**config.mk**
```make
export PLATFORM = sky130hd
export DESIGN_NAME = bus_port_endpoint
export DESIGN_NICKNAME = d
export VERILOG_FILES = /design/src/rtl/bus_port_endpoint.sv
export SDC_FILE = /design/constraint.sdc
export NUM_CORES = 1
export LEC_CHECK = 0
export ABC_AREA = 1
export BUFFER_PORTS_ARGS = -buffer_cell sky130_fd_sc_hd__buf_4
export CORE_ASPECT_RATIO = 0.7
export CORE_MARGIN = 2
export CORE_UTILIZATION = 60
export DETAILED_ROUTE_END_ITERATION = 12
export GPL_ROUTABILITY_DRIVEN = 1
export HOLD_SLACK_MARGIN = 0.05
export PLACE_DENSITY = 0.8
export SLEW_MARGIN = 10
export SYNTH_ARGS = -nofsm -noshare
export SYNTH_HDL_FRONTEND = slang
export SYNTH_SLANG_ARGS = --single-unit
```
**constraint.sdc**
```tcl
create_clock -name clk -period 3.5 [get_ports clk]
set_input_delay 0 -clock clk [delete_from_list [all_inputs] [get_ports clk]]
set_output_delay 0 -clock clk [all_outputs]
set_load 0.005 [all_outputs]
```
**src/rtl/bus_port_endpoint.sv**
```systemverilog
// Per-port bus endpoint: FWFT TX FIFO toward the bus, FWFT RX FIFO toward the host,
// with destination checking and sticky error flags on the receive path.
module bus_port_endpoint #(
  parameter int unsigned pckg_sz = 16,
  parameter int unsigned DEPTH   = 8,
  parameter int unsigned ID      = 0,
  parameter logic [7:0]  BCAST   = 8'hFF
) (
  input  logic                     clk,
  input  logic                     reset,
  input  logic                     wr_en,
  input  logic [pckg_sz-1:0]       wr_data,
  output logic                     tx_full,
  output logic [$clog2(DEPTH):0]   tx_count,
  output logic                     pndng,
  output logic [pckg_sz-1:0]       D_pop,
  input  logic                     pop,
  input  logic                     push,
  input  logic [pckg_sz-1:0]       D_push,
  input  logic                     rd_en,
  output logic                     rx_valid,
  output logic [pckg_sz-1:0]       rd_data,
  output logic [$clog2(DEPTH):0]   rx_count,
  output logic                     tx_ovf,
  output logic                     tx_udf,
  output logic                     rx_ovf,
  output logic                     misroute,
  output logic [7:0]               misroute_cnt
);

  localparam int unsigned AW = $clog2(DEPTH);
  localparam int unsigned CW = AW + 1;

  logic [pckg_sz-1:0] tx_mem [DEPTH];
  logic [pckg_sz-1:0] rx_mem [DEPTH];
  logic [AW-1:0]      tx_wr_ptr, tx_rd_ptr, rx_wr_ptr, rx_rd_ptr;
  logic               rx_full;
  logic               tx_pop_ok, tx_wr_ok, rx_rd_ok, rx_wr_ok;
  logic [7:0]         dest;
  logic               dest_bad;

  always_comb begin
    tx_full  = (tx_count == CW'(DEPTH));
    pndng    = (tx_count != '0);
    D_pop    = pndng ? tx_mem[tx_rd_ptr] : '0;
    rx_full  = (rx_count == CW'(DEPTH));
    rx_valid = (rx_count != '0);
    rd_data  = rx_valid ? rx_mem[rx_rd_ptr] : '0;

    // A read frees a slot in the same edge, so a write at full is allowed alongside it.
    tx_pop_ok = pop && pndng;
    tx_wr_ok  = wr_en && (!tx_full || tx_pop_ok);
    rx_rd_ok  = rd_en && rx_valid;
    rx_wr_ok  = push && (!rx_full || rx_rd_ok);

    dest     = D_push[pckg_sz-1 -: 8];
    dest_bad = (dest != 8'(ID)) && (dest != BCAST);
  end

  always_ff @(posedge clk) begin
    if (tx_wr_ok) tx_mem[tx_wr_ptr] <= wr_data;
    if (rx_wr_ok) rx_mem[rx_wr_ptr] <= D_push;
  end

  always_ff @(posedge clk or posedge reset) begin
    if (reset) begin
      tx_wr_ptr    <= '0;
      tx_rd_ptr    <= '0;
      tx_count     <= '0;
      rx_wr_ptr    <= '0;
      rx_rd_ptr    <= '0;
      rx_count     <= '0;
      tx_ovf       <= 1'b0;
      tx_udf       <= 1'b0;
      rx_ovf       <= 1'b0;
      misroute     <= 1'b0;
      misroute_cnt <= '0;
    end else begin
      if (tx_wr_ok)  tx_wr_ptr <= tx_wr_ptr + AW'(1);
      if (tx_pop_ok) tx_rd_ptr <= tx_rd_ptr + AW'(1);
      tx_count <= tx_count + CW'(tx_wr_ok) - CW'(tx_pop_ok);

      if (rx_wr_ok) rx_wr_ptr <= rx_wr_ptr + AW'(1);
      if (rx_rd_ok) rx_rd_ptr <= rx_rd_ptr + AW'(1);
      rx_count <= rx_count + CW'(rx_wr_ok) - CW'(rx_rd_ok);

      if (wr_en && !tx_wr_ok) tx_ovf <= 1'b1;
      if (pop && !pndng)      tx_udf <= 1'b1;
      if (push && !rx_wr_ok)  rx_ovf <= 1'b1;

      if (push && dest_bad) begin
        misroute <= 1'b1;
        if (misroute_cnt != 8'hFF) misroute_cnt <= misroute_cnt + 8'd1;
      end
    end
  end

endmodule
```
==> results.md, run 1 <==
Power:
- The areal power density over the cells is 826 nW/µm².
- The analysis attributes to cell leakage a power of 5.40 nW.
- The worst-case IR drop observed on VDD is 544 µV.

STA:
- Setup repair after global routing left no endpoint under its margin.
- Of the available clock period, the critical path in the final layout requires 0.721.
- The worst pin sits at a relative slew slack of 0.241.
- After layout, the minimum clock period comes to 2.53 ns.
- The final worst setup slack is 0.975 ns.
- The final worst clock skew is 0.0119 ns.
- The sum of negative setup slack is 0 ns.
- The setup-violating endpoint count in the final report is 0.
- The slew at the pin with the worst max-slew slack is 1.14 ns.
- The timing-limited maximum frequency is 0.396 GHz.
- The number of max-slew violations in the final report is 0.
- The hold violation count in the final report is 0.

Routing:
- The detailed-router iteration count before antenna repair is 5.
- Dividing the detail-routed wire length by the instance count gives 17.2 µm.
- The first routing iteration left 725 violations.
- The remaining antenna violation count after routing is 0.
- After detailed routing, the number of vias per cell comes to 5.54.
- In the routed design, unresolved DRC markers number 0.
- The routed wire length is 25300 µm.
- The routed layout has 8175 vias.

Synthesis:
- Counting distinct cell types in the post-synthesis netlist gives 33.
- The warning count from the yosys run is 0.
- The number of standard cells after synthesis is 1056.
- Synthesis inferred 288 register bits.
- The netlist area before placement is 12100 µm².
- The most common flop cell mapped by yosys is edfxtp_1.
- The per-instance average area after synthesis is 11.5 µm².
- In the synthesized netlist the async set-or-reset flop fraction comes to 0.111.
- The share of the Yosys chip area taken by registers is 0.700.
- The number of flops mapped to enable cells by yosys is 256.
- When the netlist entered floorplanning its net count stood at 1111.

Die:
- The number of core rows is 43.
- The die outline height is 123 µm.
- The die covers 21400 µm².
- The area of the core region is 19800 µm².
- The die is 174 µm wide.
- The starting density of the core is 0.612.
- For this design the top-level I/O count stands at 93.

Layout:
- The layout net count is 1241.
- Compared with the post-synthesis result, the final layout area differs by 17.7%.
- The repair_antennas step left the layout with diodes totalling 0.
- The number of standard cells in the layout, taps in and fillers out is 1475.
- The ratio of cells with drive above 1 in the final layout is 0.158.

GRT:
- The number of antenna violations at the first check in global routing was 0.
- Global routing finished with a remaining overflow of 0.
- The via count of the first global-routing pass was 7954.
- After global routing, the most crowded layer is met2.
- The first global-routing pass estimated 40800 µm of wire.
- The global routing usage summed across all routing layers is 0.241.
- In the global route stage, met2 resource usage came out at 0.389.
- For met1 alone, demand over resource in global routing was 0.355.
- The maximum number of pins on one net before global-route repair is 66.
- The global routing met3 resource utilization is 0.0323.

Hold path:
- The tightest min-delay check is of the input pin to async pin type.

Run:
- The max capacitance violation total is 0.

Clock network:
- The clock sink count is 288.
- The hold buffer count at CTS is 38.
- Once the clock tree was built, the resizer swapped 0 gates to a different size.
- The root buffer cell is clkbuf_16.
- The number of CTS-inserted buffers is 27.
- The TritonCTS clock tree is built.
- The number of setup buffers added after CTS is 0.
- For the worst-skew pair, the clock arrives at the later sink with an insertion delay of 0.52 ns.
- After clock tree synthesis, the clock-pin slew on the worst setup and hold paths is 0.06 ns.
- CTS built an H-tree with a depth of 1.
- The maximum count of clock buffers along a single path is 3.

Placement:
- The count of input and output buffers is 92.
- At the end of routability-driven placement, the weighted congestion stood at 0.809.
- Once placement completed, the tool counted placed cells totaling 1389.
- The placed wire-length estimate is 15200 µm.
- At the placement stage, the worst setup path has a slack of 1.15 ns.

Outcome:
- The run finished with clean final reports.

Setup path:
- The end of the worst register-to-register path is tx_mem[4][4].
- The critical path data required time is 3.50 ns.
- The internal reg-to-reg setup slack is 1.08 ns.
- The worst setup path is of the flop to output pin kind.
- STA puts the critical path data arrival time at 2.53 ns.
- For the worst flop-to-flop path, the logic depth is 8.
- Of all nets on the critical path, the largest fanout is 65.
- The worst setup path is launched from a flop.
- The endpoint kind of the worst setup timing path is an output pin.
- The first element of the critical path is rx_rd_ptr[0].
- The startpoint identified for the worst register-to-register timing path is tx_count[2].
==> synth_stat cells, types with 3 or more instances <==
cell	count	area share
nor2_1	308	0.095
edfxtp_1	256	0.63
o21ai_1	130	0.054
nand2_1	93	0.029
nand3_1	50	0.021
o21ai_0	35	0.014
dfrtp_1	32	0.066
inv_1	28	0.0087
buf_2	19	0.0078
ha_1	15	0.015
clkbuf_1	14	0.0043
buf_4	12	0.0074
nor3_1	12	0.0050
xnor2_1	9	0.0065
inv_2	6	0.0019
nand2_4	6	0.0056
buf_6	5	0.0046
xor2_1	5	0.0036
a21oi_1	3	0.0012
==> critical path, cell delays in order (launching register included) <==
cell and delay [ns]:
dfrtp_2 0.40, inv_2 0.80, o21ai_0 0.27, o21ai_1 0.16, nor2_1 0.05, nor2_1 0.17, buf_4 0.13
==> metrics by stage <==
stage                     total power (W)  cell area (µm²)  utilization  hold WS [ns]
after global routing               0.0125            14300        0.721         0.204
after CTS                          0.0118            14300        0.720         0.135
after floorplan                   0.00754            12100            -        0.0989
after detailed placement          0.00910            13100        0.661         0.128
final                              0.0118            14300        0.721         0.128
after global placement            0.00897            13100        0.661         0.129
==> state kept, by name, summed over array words and instances (netlist names) <==
register and flops:
rx_mem 128, tx_mem 128, misroute_cnt 8, rx_count 4, tx_count 4, rx_rd_ptr 3
rx_wr_ptr 3, tx_rd_ptr 3, tx_wr_ptr 3, misroute 1, rx_ovf 1, tx_ovf 1
tx_udf 1
==> cell type report <==
| class | instances | area, µm² |
|---|---|---|
| fillers | 1390 | 5530 |
| repair buffers | 153 | 1240 |
| clock inverters | 15 | 95.1 |
| flip-flops and latches | 288 | 8490 |
| multi-input cells | 682 | 3260 |
| clock buffers | 33 | 708 |
| well taps | 270 | 338 |
| inverters | 34 | 128 |
==> worst max-delay path by stage <==
stage                    end  slack (ns)  depth (start not counted)
2_1_floorplan   tx_mem[6][0]        0.86                          8
3_3_place_gp   tx_mem[4][10]        1.24                          8
3_5_place_dp    tx_mem[4][7]        1.15                          8
4_1_cts           rd_data[0]        0.94                          6
5_1_grt           rd_data[0]        0.77                          6
6_report          rd_data[0]        0.97                          6
==> power by group <==
| group | switching, W | internal, W |
|---|---|---|
| Clock | 0.00118 | 0.00150 |
| Sequential | 0.000381 | 0.00433 |
| Combinational | 0.00263 | 0.00176 |
==> cell usage in the layout (no fill, tap or decap), types with 6 or more instances in the layout <==
| master | netlist | routed |
|---|---|---|
| nor2_1 | 308 | 308 |
| edfxtp_1 | 256 | 256 |
| o21ai_1 | 130 | 130 |
| buf_4 | 12 | 115 |
| nand2_1 | 93 | 93 |
| nand3_1 | 50 | 50 |
| dlygate4sd3_1 | 0 | 38 |
| o21ai_0 | 35 | 35 |
| dfrtp_1 | 32 | 29 |
| inv_1 | 28 | 28 |
| clkbuf_16 | 0 | 27 |
| ha_1 | 15 | 15 |
| nor3_2 | 0 | 12 |
| xnor2_1 | 9 | 9 |
| clkinv_2 | 0 | 7 |
| inv_2 | 6 | 6 |
| nand2_4 | 6 | 6 |
| clkinv_1 | 0 | 6 |
==> routing by layer <==
layer,vias to the layer above,part of all wire
li1,3895,-
met1,3930,0.45
met2,312,0.47
met3,38,0.065
met4,0,0.018
met5,-,0
==> logic make-up (layout without fill, tap and decap cells) <==
logic type	after synthesis	count (layout)	share of synthesized area
AO/OA/AOI/OAI	171	171	0.0714
XOR/XNOR	14	14	0.0101
adder cells (fa/ha/maj)	17	17	0.0188
buffers and inverters	86	235	0.0355
flip-flops	288	288	0.700
AND/OR/NAND/NOR	480	480	0.164
Power figures use the tool's default switching activity.
==> inputs of run 2 (changes only) <==
--- a/config.mk
+++ b/config.mk
@@ -9,11 +9,11 @@
 export BUFFER_PORTS_ARGS = -buffer_cell sky130_fd_sc_hd__buf_4
 export CORE_ASPECT_RATIO = 0.7
 export CORE_MARGIN = 2
-export CORE_UTILIZATION = 60
+export CORE_UTILIZATION = 54
 export DETAILED_ROUTE_END_ITERATION = 12
 export GPL_ROUTABILITY_DRIVEN = 1
 export HOLD_SLACK_MARGIN = 0.05
-export PLACE_DENSITY = 0.8
+export PLACE_DENSITY = 0.76
 export SLEW_MARGIN = 10
 export SYNTH_ARGS = -nofsm -noshare
 export SYNTH_HDL_FRONTEND = slang
==> constraint.sdc (replaced) <==
create_clock -name clk -period 2.3 [get_ports clk]
set_input_delay 0 -clock clk [delete_from_list [all_inputs] [get_ports clk]]
set_output_delay 0 -clock clk [all_outputs]
set_load 0.005 [all_outputs]
==> run 2 against run 1 <==
  * Clock skew shrank 0.0026 ns
  * Worst hold slack lost 0.0053 ns
  * Power grew 54%
  * Largest power group unchanged
  * Routed wire length grew 1.7%
  * Final area grew 0.98%
  * Sequential power grew 52%
  * Setup slack lost 0.85 ns
  * Global-route usage shrank 2.1 points
  * Register-to-register slack lost 0.80 ns
  * Clock power grew 53%
==> results.md, run 2 (synthesis results as in run 1) <==
Setup path:
- Of all nets on the critical path, the largest fanout is 46.
- The largest single stage delay on the critical path is 0.43 ns.
- For this design, the slowest cell found on the critical path is buf_4.
- The worst register-to-register path ends at rx_count[1].
- The critical path goes through buf_4, nor2_1, nor2_1, o21ai_1, nand3_1, nand2_1, nor2_1, buf_4.
- The family with the most delay on the worst path is buffers and inverters.
- The critical path data required time is 2.30 ns.
- STA classifies the critical path endpoint as an output pin.
- The critical path class is flop to output pin.
- The sort of element at the start of the critical path is a flop.
- The internal reg-to-reg setup slack is 0.28 ns.
- Counting stages on the worst path, the most repeated cell is nor2_1.
- The count of buffer and inverter cells on the critical path is 2.
- The worst flop-to-flop path startpoint is rx_count[2].
- The arrival time reported for the critical path endpoint is 2.17 ns.
- For the worst flop-to-flop path, the logic depth is 11.

Power:
- For this design the ratio of total power to cell area is 1260 nW/µm².
- The maximum vdd drop is 668 µV.
- The total power draw is 0.0181 W.
- The static leakage is 5.46 nW.

GRT:
- The via count of the first global-routing pass was 7799.
- The maximum number of pins on one net before global-route repair is 66.
- Across every metal layer, demand over resource in global routing totals 0.220.
- The number of antenna violations at the first check in global routing came to 1.
- The first-pass GRT wire length is 40700 µm.
- After global routing the overflow that remains totals 0.

STA:
- Hold is met by 0.122 ns.
- The slew at the pin with the worst max-slew slack is 0.499 ns.
- The clock period could shrink to 2.17 ns.
- The final worst clock skew is 0.00929 ns.
- The setup-violating endpoint count in the final report is 0.
- Of the available clock period, the critical path in the final layout requires 0.945.
- The final worst setup slack is 0.126 ns.
- The timing-limited maximum frequency is 0.460 GHz.
- The number of max-slew violations in the final report is 0.
- Setup repair after global routing left no endpoint under its margin.
- The worst slew margin relative to its limit is 0.667.
- The hold violation count in the final report is 0.

Layout:
- After routing the design area is 14400 µm².
- At the end of the flow the core is filled with cells to 0.659.
- The largest registers in the layout are rx_mem x128, tx_mem x128, misroute_cnt x8.
- In the layout the commonest cells are nor2_1, edfxtp_1, o21ai_1.
- Leaving out fill and tap cells, the most frequent cell in the layout is nor2_1.
- The area added between synthesis and finish is 18.9%.
- In the final layout, the share of cells above drive strength 1 is 0.164.
- The layout net count is 1252.

Hold path:
- The path class of the tightest hold or removal check is input pin to async pin.

Placement:
- Before CTS, the worst setup slack after placement is 0.295 ns.
- The instance area after placement is 13200 µm².
- The routability congestion estimate from global placement is 0.794.
- The count of input and output buffers is 92.
- Detailed placement ended at an HPWL of 16100 µm.

Routing:
- The first TritonRoute pass finished after 5 iterations.
- The first-iteration detailed-routing DRC count is 809.
- The via count normalized by instance count is 5.45.
- For this block, the via count after detailed routing is 8174.
- The remaining antenna violation count after routing is 0.
- After detailed routing, the number of remaining DRC violations is 0.
- The routed design has 25700 µm of wire.
- The detailed-route wire length per cell is 17.2 µm.

Die:
- The starting density of the core is 0.555.
- The number of core rows is 45.
- The number of top-level design ports is 93.
- The x dimension of the die is 183 µm.
- The die outline height is 129 µm.
- The die covers 23700 µm².
- In this run the standard cell core region covers 21800 µm².

Clock network:
- The number of levels in the clock H-tree is 1.
- The maximum count of clock buffers along a single path is 3.
- The TritonCTS clock tree is built.
- The clock transition at the register clock pins on the worst setup and hold paths after CTS is 0.06 ns.
- The clock net in this run drives a total of 288 sinks.
- The later-pin clock latency in the skew report is 0.51 ns.
- The number of CTS-inserted buffers is 26.
- The root buffer cell is clkbuf_16.

Outcome:
- The flow ran to the end, and the final reports show no timing, DRC or antenna violations.

Run:
- The max capacitance violation total is 0.
==> run 2: cell count changes in the layout (fill, tap and decap cells not counted) <==
cell      before  now
buf_12         0    2
clkbuf_1       5    4
dfrtp_4        0    1
dfrtp_2        3    2
clkbuf_8       1    2
clkinv_1       6   10
buf_4        115  125
clkinv_2       7    3
diode_2        0    1
==> run 2: through the flow <==
stage / TNS (ns) / instances
6_report: 0 / 1500
5_1_grt: 0 / 1500
4_1_cts: 0 / 1499
3_5_place_dp: 0 / 1413
3_3_place_gp: 0 / 1413
2_1_floorplan: -43.56 / 1056
==> run 2: power breakdown <==
| group | internal [W] | total [W] | switching [W] |
|---|---|---|---|
| registers | 0.00659 | 0.00716 | 0.000565 |
| logic | 0.00282 | 0.00686 | 0.00404 |
| clock network | 0.00231 | 0.00409 | 0.00179 |
==> run 2: worst max-delay path by stage <==
| stage | startpoint | endpoint | slack [ns] | depth (start not counted) |
|---|---|---|---|---|
| global placement | tx_count[2] | tx_count[2] | 0.35 | 11 |
| global route | tx_rd_ptr[0] | D_pop[2] | 0.003 | 7 |
| floorplan | tx_count[2] | tx_mem[6][0] | -0.34 | 8 |
| detailed placement | rx_count[2] | rx_count[1] | 0.29 | 11 |
| finish | tx_rd_ptr[0] | D_pop[6] | 0.13 | 8 |
| CTS | rx_rd_ptr[0] | rd_data[4] | 0.1 | 8 |
==> run 2: repair_timing <==
item | CTS | global route
resized for setup | 1 | 1
hold endpoints to repair | 313 | 0
hold buffers | 38 | 0
endpoints found under the setup margin | 1 | 5
setup buffers | 0 | 0
==> run 2: final cells by class <==
type / instances / area [µm²]
flip-flops and latches: 288 / 8490
diodes: 1 / 2.50
multi-input cells: 682 / 3260
clock inverters: 15 / 90.1
repair buffers: 165 / 1360
clock buffers: 33 / 718
well taps: 282 / 353
inverters: 34 / 128
fillers: 1599 / 7440
==> run 2: worst register-to-register path, delay by kind of cell, from the launching register on <==
family        cells  cell delay (ns)
buf+inv           4             0.27
fa+ha+maj         3             0.85
flops             1             0.36
simple gates      4             0.46
==> run 2: layer usage <==
layer / part of all wire / global-route usage / up-vias
li1: - / - / 3921
met1: 0.47 / 0.338 / 3917
met2: 0.45 / 0.336 / 300
met3: 0.067 / 0.0318 / 36
met4: 0.016 / 0.0541 / 0
met5: 0 / 0 / -
==> inputs of run 3 (changes only) <==
--- a/config.mk
+++ b/config.mk
@@ -6,14 +6,14 @@
 export NUM_CORES = 1
 export LEC_CHECK = 0
 export ABC_AREA = 1
-export BUFFER_PORTS_ARGS = -buffer_cell sky130_fd_sc_hd__buf_4
 export CORE_ASPECT_RATIO = 0.7
 export CORE_MARGIN = 2
-export CORE_UTILIZATION = 54
+export CORE_UTILIZATION = 57
 export DETAILED_ROUTE_END_ITERATION = 12
+export DONT_BUFFER_PORTS = 1
 export GPL_ROUTABILITY_DRIVEN = 1
 export HOLD_SLACK_MARGIN = 0.05
-export PLACE_DENSITY = 0.76
+export PLACE_DENSITY = 0.75
 export SLEW_MARGIN = 10
 export SYNTH_ARGS = -nofsm -noshare
 export SYNTH_HDL_FRONTEND = slang
==> run 3 against run 2 <==
  * Sequential share of layout area grew 2.7 points
  * Clock power grew 6.8%
  * Via count shrank 4.1%
  * Sequential power is essentially flat
  * Setup slack gained 0.072 ns
  * Global-route usage grew 1.4 points
  * Routed wire length shrank 0.51%
  * Clock-buffer cell count grew 2
  * Largest power group unchanged
  * Critical endpoint is now D_pop[14]
  * Fmax grew 3.4%
==> results.md, run 3 (synthesis results as in run 1) <==
Setup path:
- The setup path with the least slack is of type flop to output pin.
- The first element of the critical path is tx_rd_ptr[0].
- The critical-path cell with the highest stage delay is dfrtp_2.
- The most numerous cell on the critical path is nor2_1.
- Walking the worst path, the cells encountered are inv_2, buf_12, nor2_1, o21ai_1, nor2_1, nor2_1.
- The arrival time reported for the critical path endpoint is 2.10 ns.
- The critical path data required time is 2.30 ns.
- In this design, the stage delay of the slowest critical-path cell is 0.45 ns.
- The worst setup path is launched from a flop.
- The worst flop-to-flop path startpoint is tx_count[2].
- STA classifies the critical path endpoint as an output pin.
- Along the worst path, the maximum fanout reaches 49.

Clock network:
- The root buffer cell is clkbuf_16.
- In this run the post-CTS setup repair buffer count came out at 0.
- CTS saw 288 sinks.
- The number of CTS-inserted buffers is 27.
- TritonCTS built the clock tree.
- The clock passes through at most 3 buffers.
- After clock tree synthesis, the clock-pin slew on the worst setup and hold paths is 0.07 ns.
- CTS built an H-tree with a depth of 1.
- The later-pin clock latency in the skew report is 0.52 ns.

Power:
- Across the VDD grid, the largest voltage drop is 809 µV.
- The static leakage is 5.04 nW.
- The areal power density over the cells is 1260 nW/µm².
- The total power draw is 0.0174 W.

Placement:
- Routability-driven placement finished with a final weighted congestion of 0.852.
- The HPWL after detailed placement is 15600 µm.
- Buffers placed on the I/O ports in this run total 0.
- The instance area after placement is 12500 µm².
- The post-placement setup slack is 0.169 ns.

Die:
- In this run the vertical extent of the chip is 126 µm.
- The x dimension of the die is 178 µm.
- Pin placement for this block handled 93 I/O pins.
- The die covers 22500 µm².
- The number of core rows is 44.
- The area of the core region is 20800 µm².
- The starting density of the core is 0.582.

Routing:
- The remaining antenna violation count after routing is 0.
- After detailed routing, the average wire length per cell comes to 18.3 µm.
- The first-iteration detailed-routing DRC count is 737.
- After detailed routing, the number of remaining DRC violations is 0.
- The routed wire length is 25600 µm.
- The via count normalized by instance count is 5.59.
- The first detailed-routing pass ran for 5 iterations.
- The count of vias placed by the detailed router is 7838.

GRT:
- The number of antenna violations at the first check in global routing is 0.
- The total overflow left after global routing is 0.
- The maximum number of pins on one net before global-route repair is 66.
- The first global-routing pass estimated 40800 µm of wire.
- The via count of the first global-routing pass is 7759.
- In the global route stage, overall resource usage came out at 0.233.

STA:
- Setup slack closes at 0.198 ns.
- The hold violation count in the final report is 0.
- Setup repair after global routing left no endpoint under its margin.
- Derived from the worst setup path, the maximum achievable clock frequency is 0.476 GHz.
- Across the routed clock network, the largest skew measured is 0.00861 ns.
- The number of max-slew violations in the final report is 0.
- Of the available clock period, the critical path in the final layout requires 0.914.
- In this run the tightest slew margin relative to its limit is 0.476.
- The hold slack is 0.267 ns.
- Setup violations remaining at the end of the flow were counted as 0.
- The slew at the pin with the worst max-slew slack is 0.786 ns.
- Subtracting the final worst setup slack from the clock period gives 2.10 ns.

Hold path:
- The hold path startpoint is pop.
- The tightest min-delay check is of the input pin to flop type.

Layout:
- 0 antenna diodes ended up in the layout.
- Leaving out fill and tap cells, the most frequent cells in the layout are nor2_1, edfxtp_1, o21ai_1.
- The net count of the finished layout is 1160.
- The post-route cell area is 13800 µm².
- Leaving out fill and tap cells, the most frequent cell in the layout is nor2_1.
- At the end of the flow the core is filled with cells to 0.662.
- Of the cells placed in the final design, the portion with a size suffix greater than 1 is 0.0941.
- The area growth from synthesis to layout is 13.7%.
- The largest registers in the layout are rx_mem x128, tx_mem x128, misroute_cnt x8.

Run:
- The max capacitance violation total is 0.

Outcome:
- The run finished with clean final reports.
## run 3: cell types whose count changed in the layout (fill, tap and decap cells not counted), sizes merged
cell         previous run  this run
clkinv                 13        10
clkbuf                 33        35
dlygate4sd3            38        40
diode                   1         0
inv                    34        35
bufinv                  1         3
buf                   127        32
## run 3: metrics by stage
| stage | instances | TNS (ns) |
|---|---|---|
| finish | 1402 | 0 |
| global route | 1402 | 0 |
| CTS | 1402 | 0 |
| detailed placement | 1312 | 0 |
| global placement | 1312 | 0 |
| floorplan | 1056 | -43.56 |
## run 3: worst paths after layout
check,to,slack [ns],cells after the start
setup / recovery,D_pop[14],0.20,6
hold / removal,tx_udf,0.27,2
setup reg to reg,tx_count[1],0.23,11
hold reg to reg,misroute,0.51,1
max in group asynchronous,rx_rd_ptr[0],1.39,4
min in group asynchronous,tx_count[3],0.56,4
## run 3: metal layers
layer  share of wire  track usage  vias up
met5               0            0        -
met4           0.017       0.0555        0
met3           0.079       0.0456       40
met2            0.45        0.355      277
met1            0.46        0.353     3783
li1                -            -     3738
## run 3: worst max-delay path, delay by kind of cell, from the launching register on
family | cells | cell delay, ns
AO/OA/AOI/OAI | 1 | 0.16
buffers and inverters | 2 | 0.56
flip-flops | 1 | 0.45
AND/OR/NAND/NOR | 3 | 0.40
## run 3: power breakdown
group / internal (W) / switching (W)
sequential: 0.00659 / 0.000604
clock: 0.00255 / 0.00182
combinational: 0.00198 / 0.00386
## run 3: layout make-up
type                    count  area [µm²]
repair buffers             72         678
clock inverters            15         146
fillers                  1505        7030
well taps                 276         345
clock buffers              35         726
inverters                  34         128
multi-input cells         682        3260
flip-flops and latches    288        8490
## run 3: timing repair
action / CTS / global route
endpoints found under the setup margin: 0 / 1
hold buffers: 40 / 0
resized for setup: 0 / 1
endpoints found under the hold margin: 448 / 0
